File: src/rtl/board_pkg.sv
// Shared types and constants for the board click decoder.
// Bevel rejection is compiled in with CLICK_MARGIN_EN.
package board_pkg;

    typedef enum logic [2:0] {
        IDLE  = 3'd0,
        LATCH = 3'd1,
        DIV_X = 3'd2,
        DIV_Y = 3'd3,
        HOLD  = 3'd4
    } click_state_e;

    localparam int MARGIN_DEF = 5;
    localparam int POS_W      = 12;

endpackage

File: src/rtl/game_set_if.sv
// Board geometry bundle shared by the game logic and its consumers.
interface game_set_if;
    logic [10:0] board_xpos;
    logic [10:0] board_ypos;
    logic [10:0] board_size;
    logic [5:0]  button_size;
    logic [5:0]  button_num;

    modport in (
        input board_xpos, board_ypos, board_size,
        input button_size, button_num
    );

    modport out (
        output board_xpos, board_ypos, board_size,
        output button_size, button_num
    );
endinterface

File: src/rtl/board_click_decoder_axis_div.sv
// Repeated-subtraction divider: start loads the dividend, one
// subtraction per step cycle until the remainder drops below divisor.
module axis_div #(
    parameter int W  = 12,
    parameter int DW = 6
) (
    input  logic          clk,
    input  logic          rst,
    input  logic          start_i,
    input  logic          step_i,
    input  logic [W-1:0]  dividend_i,
    input  logic [DW-1:0] divisor_i,
    output logic          done_o,
    output logic [W-1:0]  rem_o,
    output logic [W-1:0]  quo_o
);
    logic [W-1:0] rem_q, rem_d;
    logic [W-1:0] quo_q, quo_d;
    logic [W-1:0] div_ext;

    assign div_ext = W'(divisor_i);
    // A zero divisor would never terminate; treat it as finished.
    assign done_o  = (rem_q < div_ext) || (divisor_i == '0);
    assign rem_o   = rem_q;
    assign quo_o   = quo_q;

    always_comb begin
        rem_d = rem_q;
        quo_d = quo_q;
        if (start_i) begin
            rem_d = dividend_i;
            quo_d = '0;
        end else if (step_i && !done_o) begin
            rem_d = rem_q - div_ext;
            quo_d = quo_q + 1'b1;
        end
    end

    always_ff @(posedge clk) begin
        if (rst) begin
            rem_q <= '0;
            quo_q <= '0;
        end else begin
            rem_q <= rem_d;
            quo_q <= quo_d;
        end
    end
endmodule

File: src/rtl/board_click_decoder.sv
// Turns mouse button edges into board button column/row clicks.
// Define CLICK_MARGIN_EN to ignore clicks on a button's bevel.
module board_click_decoder
    import board_pkg::*;
#(
    parameter int MARGIN = MARGIN_DEF,
    parameter int IDX_W  = 6
) (
    input  logic             clk,
    input  logic             rst,
    input  logic [11:0]      mouse_xpos,
    input  logic [11:0]      mouse_ypos,
    input  logic             mouse_left,
    input  logic             mouse_right,
    game_set_if.in           gin,
    output logic             click_valid,
    output logic             click_right,
    output logic [IDX_W-1:0] click_col,
    output logic [IDX_W-1:0] click_row,
    input  logic             click_ack,
    output logic             busy
);
    click_state_e state_q, state_d;

    logic             left_q, right_q, armed_q;
    logic [POS_W-1:0] x_q, y_q;
    logic             type_q;
    logic [POS_W-1:0] col_q;
    logic             cright_q;
    logic [IDX_W-1:0] ccol_q, crow_q;

    logic             ledge, redge;
    logic [POS_W-1:0] bx, by, bsz, bnum;
    logic [POS_W-1:0] x_end, y_end;
    logic             accept, in_range, margin_ok;
    logic             div_start, div_step, div_done, load_out;
    logic [POS_W-1:0] div_in, div_rem, div_quo;

    // Edges are masked for one cycle after reset so a held button is quiet.
    assign ledge = armed_q && mouse_left && !left_q;
    assign redge = armed_q && mouse_right && !right_q;

    assign bx    = POS_W'(gin.board_xpos);
    assign by    = POS_W'(gin.board_ypos);
    assign bsz   = POS_W'(gin.board_size);
    assign bnum  = POS_W'(gin.button_num);
    assign x_end = bx + bsz;
    assign y_end = by + bsz;

    assign accept = (x_q >= bx) && (x_q < x_end) &&
                    (y_q >= by) && (y_q < y_end) &&
                    (gin.button_size != '0);

    assign in_range = (col_q < bnum) && (div_quo < bnum);
    assign div_in   = (state_q == LATCH) ? (x_q - bx) : (y_q - by);
    assign div_step = (state_q == DIV_X) || (state_q == DIV_Y);

`ifdef CLICK_MARGIN_EN
    logic [POS_W-1:0] remx_q;

    function automatic logic in_face(input logic [POS_W-1:0] r,
                                     input logic [5:0] bs);
        return (int'(r) >= MARGIN) &&
               (int'(r) + MARGIN + 1 <= int'(bs));
    endfunction

    assign margin_ok = in_face(remx_q, gin.button_size) &&
                       in_face(div_rem, gin.button_size);

    always_ff @(posedge clk) begin
        if (rst)
            remx_q <= '0;
        else if (state_q == DIV_X && div_done)
            remx_q <= div_rem;
    end
`else
    assign margin_ok = 1'b1;
`endif

    axis_div #(.W(POS_W), .DW(6)) u_div (
        .clk       (clk),
        .rst       (rst),
        .start_i   (div_start),
        .step_i    (div_step),
        .dividend_i(div_in),
        .divisor_i (gin.button_size),
        .done_o    (div_done),
        .rem_o     (div_rem),
        .quo_o     (div_quo)
    );

    always_comb begin
        state_d   = state_q;
        div_start = 1'b0;
        load_out  = 1'b0;
        unique case (state_q)
            IDLE: begin
                if (ledge || redge)
                    state_d = LATCH;
            end
            LATCH: begin
                if (accept) begin
                    state_d   = DIV_X;
                    div_start = 1'b1;
                end else begin
                    state_d = IDLE;
                end
            end
            DIV_X: begin
                if (div_done) begin
                    state_d   = DIV_Y;
                    div_start = 1'b1;
                end
            end
            DIV_Y: begin
                if (div_done) begin
                    if (in_range && margin_ok) begin
                        state_d  = HOLD;
                        load_out = 1'b1;
                    end else begin
                        state_d = IDLE;
                    end
                end
            end
            HOLD: begin
                if (click_ack)
                    state_d = IDLE;
            end
            default: state_d = IDLE;
        endcase
    end

    always_ff @(posedge clk) begin
        if (rst) begin
            state_q  <= IDLE;
            left_q   <= 1'b0;
            right_q  <= 1'b0;
            armed_q  <= 1'b0;
            x_q      <= '0;
            y_q      <= '0;
            type_q   <= 1'b0;
            col_q    <= '0;
            cright_q <= 1'b0;
            ccol_q   <= '0;
            crow_q   <= '0;
        end else begin
            state_q <= state_d;
            left_q  <= mouse_left;
            right_q <= mouse_right;
            armed_q <= 1'b1;
            if (state_q == IDLE && (ledge || redge)) begin
                x_q    <= mouse_xpos;
                y_q    <= mouse_ypos;
                type_q <= !ledge;
            end
            if (state_q == DIV_X && div_done)
                col_q <= div_quo;
            if (load_out) begin
                ccol_q   <= col_q[IDX_W-1:0];
                crow_q   <= div_quo[IDX_W-1:0];
                cright_q <= type_q;
            end
        end
    end

    assign click_valid = (state_q == HOLD);
    assign busy        = (state_q != IDLE);
    assign click_col   = ccol_q;
    assign click_row   = crow_q;
    assign click_right = cright_q;
endmodule

File: src/flat_wrapper.sv
// flat-port wrapper written by rule: the top's interface ports become plain ports
module board_click_decoder_flat import board_pkg::*;
#(
    parameter int MARGIN = MARGIN_DEF,
    parameter int IDX_W  = 6
)
  (clk, rst, mouse_xpos, mouse_ypos, mouse_left, mouse_right, click_valid, click_right, click_col, click_row, click_ack, busy, gin_board_xpos, gin_board_ypos, gin_board_size, gin_button_size, gin_button_num);
  game_set_if gin_i ();
  input  logic clk;
  input  logic rst;
  input  logic [11:0] mouse_xpos;
  input  logic [11:0] mouse_ypos;
  input  logic mouse_left;
  input  logic mouse_right;
  output logic click_valid;
  output logic click_right;
  output logic [IDX_W-1:0] click_col;
  output logic [IDX_W-1:0] click_row;
  input  logic click_ack;
  output logic busy;
  input wire logic [$bits(gin_i.board_xpos)-1:0] gin_board_xpos;
  input wire logic [$bits(gin_i.board_ypos)-1:0] gin_board_ypos;
  input wire logic [$bits(gin_i.board_size)-1:0] gin_board_size;
  input wire logic [$bits(gin_i.button_size)-1:0] gin_button_size;
  input wire logic [$bits(gin_i.button_num)-1:0] gin_button_num;
  assign gin_i.board_xpos = gin_board_xpos;
  assign gin_i.board_ypos = gin_board_ypos;
  assign gin_i.board_size = gin_board_size;
  assign gin_i.button_size = gin_button_size;
  assign gin_i.button_num = gin_button_num;
  board_click_decoder #(.MARGIN(MARGIN), .IDX_W(IDX_W)) u_core (.clk(clk), .rst(rst), .mouse_xpos(mouse_xpos), .mouse_ypos(mouse_ypos), .mouse_left(mouse_left), .mouse_right(mouse_right), .gin(gin_i), .click_valid(click_valid), .click_right(click_right), .click_col(click_col), .click_row(click_row), .click_ack(click_ack), .busy(busy));
endmodule
File: config.mk
export PLATFORM = sky130hd
export DESIGN_NAME = board_click_decoder_flat
export DESIGN_NICKNAME = d
export VERILOG_FILES = /design/src/rtl/board_pkg.sv /design/src/rtl/game_set_if.sv /design/src/rtl/board_click_decoder_axis_div.sv /design/src/rtl/board_click_decoder.sv /design/src/flat_wrapper.sv
export SDC_FILE = /design/constraint.sdc
export NUM_CORES = 1
export LEC_CHECK = 0
export CORE_ASPECT_RATIO = 1.4
export CORE_MARGIN = 2
export CORE_UTILIZATION = 53
export DETAILED_ROUTE_END_ITERATION = 10
export DONT_BUFFER_PORTS = 1
export PLACE_DENSITY = 0.78
export SYNTH_ARGS = -nofsm -noshare
export SYNTH_HDL_FRONTEND = slang
export SYNTH_HIERARCHICAL = 1
export SYNTH_SLANG_ARGS = --single-unit
File: constraint.sdc
create_clock -name clk -period 10.82 [get_ports clk]
set_clock_uncertainty 0.1 [all_clocks]
set_input_delay 2.705 -clock clk [delete_from_list [all_inputs] [get_ports clk]]
set_output_delay 2.705 -clock clk [all_outputs]
set_load 0.05 [all_outputs]
==> metrics.md, run 1 <==
| Metric | Value |
|---|---|
| Final slew viol count | `0` |
| RSZ-0062 raised after global routing | `no` |
| HPWL Detailed | `between 10000 and 15000 um` |
| WL met2 | `about 8700 um` |
| Critical path class | `in2reg` |
| Vias post-DR | `slightly below 6000` |
| Peak supply drop | `approximately 0.07 mV` |
| DRT Wirelength | `17100 um` |
| Register area share after synthesis | `0.248` |
| Mapped Area | `about 6400 um2` |
| Logic pwr share | `0.214` |
| Pwr dens | `125 nW/um2` |
| Post-Route Setup TNS | `0 ps` |
| Synth top area share | `0.248` |
| Worst path required time | `approximately 11000 ps` |
| Root Buffer | `clkbuf_16` |
| Ant. Diodes | `0` |
| Share of layout cells above drive strength 1 | `0.0505` |
| Netlist cell types | `between 70 and 80` |
| Chip height | `134 um` |
| NetSw | `approximately 250 uW` |
| Clk_lat worst skew | `~350 ps` |
| Post-CTS setup buffers | `0` |
| Number of nets with antenna violations after routing | `0` |
| Synthesis Warnings | `6` |
| Post-CTS Resized | `0` |
| Remaining Overflow, GRT | `0` |
| Min-Delay Path Class | `reg2reg` |
| Max Used Layer | `met4` |
| H-tree Lvls | `3` |
| DIE AREA | `~13000 um2` |
| Top FF cell, synth | `dfxtp_1` |
| RD Place Congestion | `0.889` |
| Worst Max-Slew Pin Slew | `just over 900 ps` |
| Initial antenna violation count | `0` |
| Vias in the first global route | `about 5800` |
| Clk slew on worst S/H paths | `60 ps` |
| Avg Synthesized Cell Area | `just over 8 um2` |
| Max frequency | `about 150 MHz` |
| First-pass GRT wire length | `27600 um` |
| Vias/cell | `about 6.3` |
| Slew Limit Headroom | `0.376` |
| CTS buffer count | `9` |
| I/O Pins | `89` |
| Critical-path maximum fanout | `17` |
| Setup WS post-layout | `4190 ps` |
| Post-route DRC | `0` |
| Cell count after synthesis | `798` |
| P_int | `between 600 and 700 uW` |
| Syn_nets | `960` |
| Drt pass-1 iters | `5` |
| DP Worst Slack | `~3900 ps` |
| Max Cap Viol | `0` |
| CP Launch Type | `primary input` |
| Worst-case clock buffer depth | `2` |
| Tcrit/Tclk final | `0.613` |
| Seq pwr share | `0.358` |
| Arrival time at the worst endpoint | `6750 ps` |
| Post-layout min period | `between 6000 and 7000 ps` |
| Routed wire per std cell | `18.2 um` |
| Area contributors post-synth | `dfxtp_1, ha_1, nand2_1` |
| Synth area leader | `dfxtp_1` |
| Hold_buf cts | `0` |
| DRT iter0 DRCs | `~290` |
| Row cnt | `47` |
| CTS tree | `built` |
| Initial Util | `0.545` |
| Met1 Routed Length | `roughly 6500 um` |
| CORE AREA | `between 10000 and 15000 um2` |
| Post-synth EDFFs | `0` |
| Finish-stage setup viols | `0` |
| Die width | `just under 100 um` |
| Leakage power | `between 0.002 and 0.003 uW` |
| Asr flop ratio synth | `0` |
| Crit. End Element | `flip-flop` |
| Total clock sinks | `80` |
| Outcome | `complete, no violations` |
| Met3 WL | `roughly 1000 um` |
| Yosys reg bits | `80` |
| Gr usage total | `0.263` |
| Clock power frac | `0.428` |
| Switching Fraction | `0.291` |
| Largest net degree at the start of global routing | `73` |
| Final Hold Viols | `0` |
| Nets | `between 900 and 1000` |
| Area grow syn2layout | `7.01%` |
| IO Port Bufs | `0` |
==> critical path: stages <==
cell	delay [ps]
ha_1	210
fa_1	420
a21oi_1	140
nor2b_1	70
or3_1	330
a41o_1	270
o41a_1	340
xnor2_1	140
ha_1	190
a211o_1	260
a221o_1	260
nor3_1	160
nand2_1	110
o31ai_1	220
buf_4	210
clkinv_1	360
nand4b_1	240
o211ai_1	110
==> power groups by stage <==
stage	Sequential, uW	Clock [uW]	Combinational, uW
finish	309	370	185
global route	309	390	207
CTS	309	376	183
detailed placement	315	0	181
global placement	315	0	173
floorplan	312	0	147
==> Yosys cell counts, types with 6 or more instances <==
cell      number
a31o_1         9
o21a_1        11
a311oi_1      15
a21oi_1       72
nor3_1        12
xnor2_1       31
o21ai_0       24
buf_2          7
or3_1          6
a21o_1        12
a211o_1        7
nand2b_1      16
dfxtp_1       80
ha_1          83
nor2_1        47
nand4_1       11
nor2b_1        9
xor2_1        19
and3_1         6
inv_1         64
mux2i_1       12
nand3_1       16
nand2_1      103
a211oi_1      16
clkbuf_1      16
==> metrics by stage <==
step                power (uW)   util  hold WS [ps]  area [um2]  instances
floorplan                  460      -           324        6450        798
global placement           488  0.553           335        6540        923
detailed placement         496  0.553           338        6540        923
CTS                        868  0.584           358        6900        939
global route               906  0.584           376        6900        939
finish                     863  0.584           358        6900        939
==> registers in the layout, summed over array words and instances (netlist names) <==
register            count
u_core/armed_q          1
u_core/click_col        6
u_core/click_right      1
u_core/click_row        6
u_core/col_q           12
u_core/left_q           1
u_core/right_q          1
u_core/state_q          3
u_core/type_q           1
u_core/u_div/quo_o     12
u_core/u_div/rem_o     12
u_core/x_q             12
u_core/y_q             12
==> kinds of logic (layout without fill, tap and decap cells) <==
group | Yosys count | count (layout) | share of synthesized area
buffers and inverters | 91 | 85 | 0.0573
and+or+nand+nor | 256 | 256 | 0.194
DFF | 80 | 80 | 0.248
AOI/OAI and AO/OA | 221 | 221 | 0.237
xor gates and xnor gates | 50 | 50 | 0.0679
muxes | 12 | 12 | 0.0186
adders and majority gates | 88 | 88 | 0.177
==> layout make-up <==
type	count	area, um2
Fill cell	1049	4920
Tap cell	147	184
Sequential cell	80	1600
Multi-Input combinational cell	627	4480
Timing Repair Buffer	4	30.0
Clock inverter	7	133
Clock buffer	9	225
Inverter	65	244
==> worst paths after layout <==
check | startpoint | endpoint | slack, ps | cells past startpoint
min | u_core/col_q[11] | u_core/col_q[11] | 360 | 2
max | gin_board_xpos[0] | u_core/u_div/rem_o[2] | 4190 | 18
max reg2reg | u_core/u_div/rem_o[0] | u_core/click_row[0] | 6750 | 14
min reg2reg | u_core/col_q[11] | u_core/col_q[11] | 360 | 2
==> per-layer routing <==
layer  up-vias  track usage
li1       2864            -
met1      2753        0.269
met2       193        0.481
met3        64       0.0631
met4         0        0.161
met5         -            0
==> cells in the final DEF, fill, tap and decap left out, types with 5 or more instances in the layout <==
master and count:
nand2b_1 16, o21ai_0 24, a31o_2 5, inv_1 64, a21oi_1 72, a31oi_1 5
clkbuf_16 9, dfxtp_1 80, a21o_1 12, or4_1 5, o21a_1 11, ha_1 83
nand3_1 16, nand4_1 11, a211o_1 7, a211oi_1 16, nor3_1 12, xnor2_1 31
and3_1 6, nor2_1 47, a311oi_1 15, mux2i_1 12, nor2b_1 9, nand2_1 103
a31o_1 9, a2111oi_0 5, fa_1 5, xor2_1 19, or3_1 6
Note: power is estimated with default switching activity, not from simulation.
==> inputs of run 2 (changes only) <==
Clock period 10.82 ns to 6.1 ns, I/O delays scaled along.
==> metrics.md, run 2 (same netlist as run 1, synthesis figures left out) <==
| Metric | Value |
|---|---|
| Clk_lat worst skew | `340 ps (about the same)` |
| CP Launch Type | `primary input` |
| First-pass GRT wire length | `28000 um (+1.4%)` |
| Post-layout min period | `roughly 5400 ps` |
| Peak supply drop | `0.147 mV (+110%)` |
| Root Buffer | `clkbuf_16` |
| Worst path required time | `6210 ps (-4730 ps)` |
| Routed wire per std cell | `18.3 um (+0.36%)` |
| CTS tree | `built` |
| Post-route DRC | `0 (unchanged)` |
| Final Hold Viols | `0 (unchanged)` |
| Leakage power | `0.00290 uW (-0.90%)` |
| Initial antenna violation count | `0 (unchanged)` |
| I/O Pins | `89 (unchanged)` |
| Critical path class | `in2reg` |
| Largest net degree at the start of global routing | `73 (unchanged)` |
| Total clock sinks | `80 (unchanged)` |
| Total power | `1400 uW (+62%)` |
| Nets | `950 (+0.11%)` |
| Max frequency | `between 150 and 200 MHz` |
| Vias in the first global route | `5961 (+2.1%)` |
| Arrival time at the worst endpoint | `5510 ps (-1240 ps)` |
| Bufs and invs on worst path | `2 (unchanged)` |
| HPWL Detailed | `13600 um (+0.91%)` |
| Drt pass-1 iters | `4 (-1)` |
| Number of nets with antenna violations after routing | `0 (unchanged)` |
| Slew Limit Headroom | `0.387 (+0.0117)` |
| Row cnt | `47 (unchanged)` |
| Layout Cells excl Fill | `940 (+0.11%)` |
| RD Place Congestion | `0.939 (+5.6%)` |
| CP most frequent cell | `ha_1` |
| Final slew viol count | `0 (unchanged)` |
| Ant. Diodes | `0 (unchanged)` |
| RSZ-0062 raised after global routing | `no` |
| Setup WS post-layout | `695 ps (-3500 ps)` |
| Vias post-DR | `5842 (-0.54%)` |
| Gr usage total | `0.260 (-0.00324)` |
| Crit path cell chain | `ha_1 -> fa_1 -> a21oi_1 -> nor2b_1 -> or3_1 -> a41o_1 -> o41a_1 -> xnor2_1 -> ha_1 -> a211o_1 -> a221o_1 -> nor3_1 -> nand2_1 -> o31ai_1 -> buf_4 -> clkinv_1 -> nand4b_1 -> o211ai_1` |
| Remaining Overflow, GRT | `0 (unchanged)` |
| Worst-case clock buffer depth | `2 (unchanged)` |
| Die width | `97.2 um (unchanged)` |
| CTS buffer count | `9 (unchanged)` |
| DRT iter0 DRCs | `247 (-14%)` |
| DRT Wirelength | `17200 um (+0.46%)` |
| DP Worst Slack | `396 ps (-3510 ps)` |
| Clk slew on worst S/H paths | `60 ps (about the same)` |
| Final design utilization | `0.578 (-0.00529)` |
| Post-CTS Resized | `0 (unchanged)` |
| Commonest non-fill, non-tap cell in the layout | `nand2_1` |
| Cell class contributing the biggest share of worst-path delay | `compound AO/OA/AOI/OAI gates` |
| Commonest cells after routing, fill and taps aside | `nand2_1, ha_1, dfxtp_1` |
| Tcrit/Tclk final | `0.886` |
| Slowest stage delay, CP | `420 ps (about the same)` |
| Area grow syn2layout | `6.04%` |
| Initial Util | `0.545 (unchanged)` |
| Outcome | `complete, no violations` |
| Post-Route Setup TNS | `0 ps (unchanged)` |
| Worst Max-Slew Pin Slew | `918 ps (-17.5 ps)` |
| Pwr dens | `204 nW/um2 (+63%)` |
| Post-CTS setup buffers | `0 (unchanged)` |
| DIE AREA | `13100 um2 (unchanged)` |
| Finish-stage setup viols | `0 (unchanged)` |
| Chip height | `134 um (unchanged)` |
| Critical-path maximum fanout | `17 (unchanged)` |
| Max Cap Viol | `0 (unchanged)` |
| Placed insts | `924 (+0.11%)` |
| Min-Delay Path Class | `reg2reg` |
| H-tree Lvls | `3 (unchanged)` |
| Hold_buf cts | `0 (unchanged)` |
| IO Port Bufs | `0 (unchanged)` |
| CORE AREA | `11800 um2 (unchanged)` |
| Crit. End Element | `flip-flop` |
| CP max-delay cell | `fa_1` |
| Share of layout cells above drive strength 1 | `0.0517 (+0.00120)` |
| Vias/cell | `6.21 (-0.65%)` |
run 2: where the power goes:
part | internal (uW) | switching, uW
clock | 293 | 230
combinational | 141 | 186
sequential | 535 | 13.3
total | 968 | 429
run 2: path summary, 6_finish.rpt:
check / from / end / slack, ps / depth (start not counted)
setup / recovery: gin_board_xpos[0] / u_core/u_div/rem_o[2] / 700 / 18
hold / removal: u_core/y_q[0] / u_core/y_q[0] / 360 / 2
setup reg to reg: u_core/u_div/rem_o[0] / u_core/u_div/rem_o[2] / 2480 / 14
hold reg to reg: u_core/y_q[0] / u_core/y_q[0] / 360 / 2
run 2: layout make-up:
class | count | area (um2)
Clock inverter | 6 | 48.8
Inverter | 65 | 244
Tap cell | 147 | 184
Timing Repair Buffer | 5 | 37.5
Multi-Input combinational cell | 627 | 4480
Fill cell | 1076 | 4980
Clock buffer | 10 | 239
Sequential cell | 80 | 1600
run 2: metrics by stage:
step | hold WS (ps) | area [um2]
after CTS | 361 | 6840
after global placement | 334 | 6550
after global routing | 383 | 6840
after floorplan | 324 | 6450
final | 365 | 6840
after detailed placement | 346 | 6550
run 2: worst min-delay path: stages, from the launching register on:
cell,delay (ps)
dfxtp_1,320
nand2_1,50
a21oi_1,50
run 2: per-layer routing:
layer	GRT usage	share of wire	vias up
met4	0.142	0.049	0
met5	0	0	-
met3	0.0683	0.068	56
met1	0.262	0.36	2722
met2	0.483	0.52	194
li1	-	-	2870
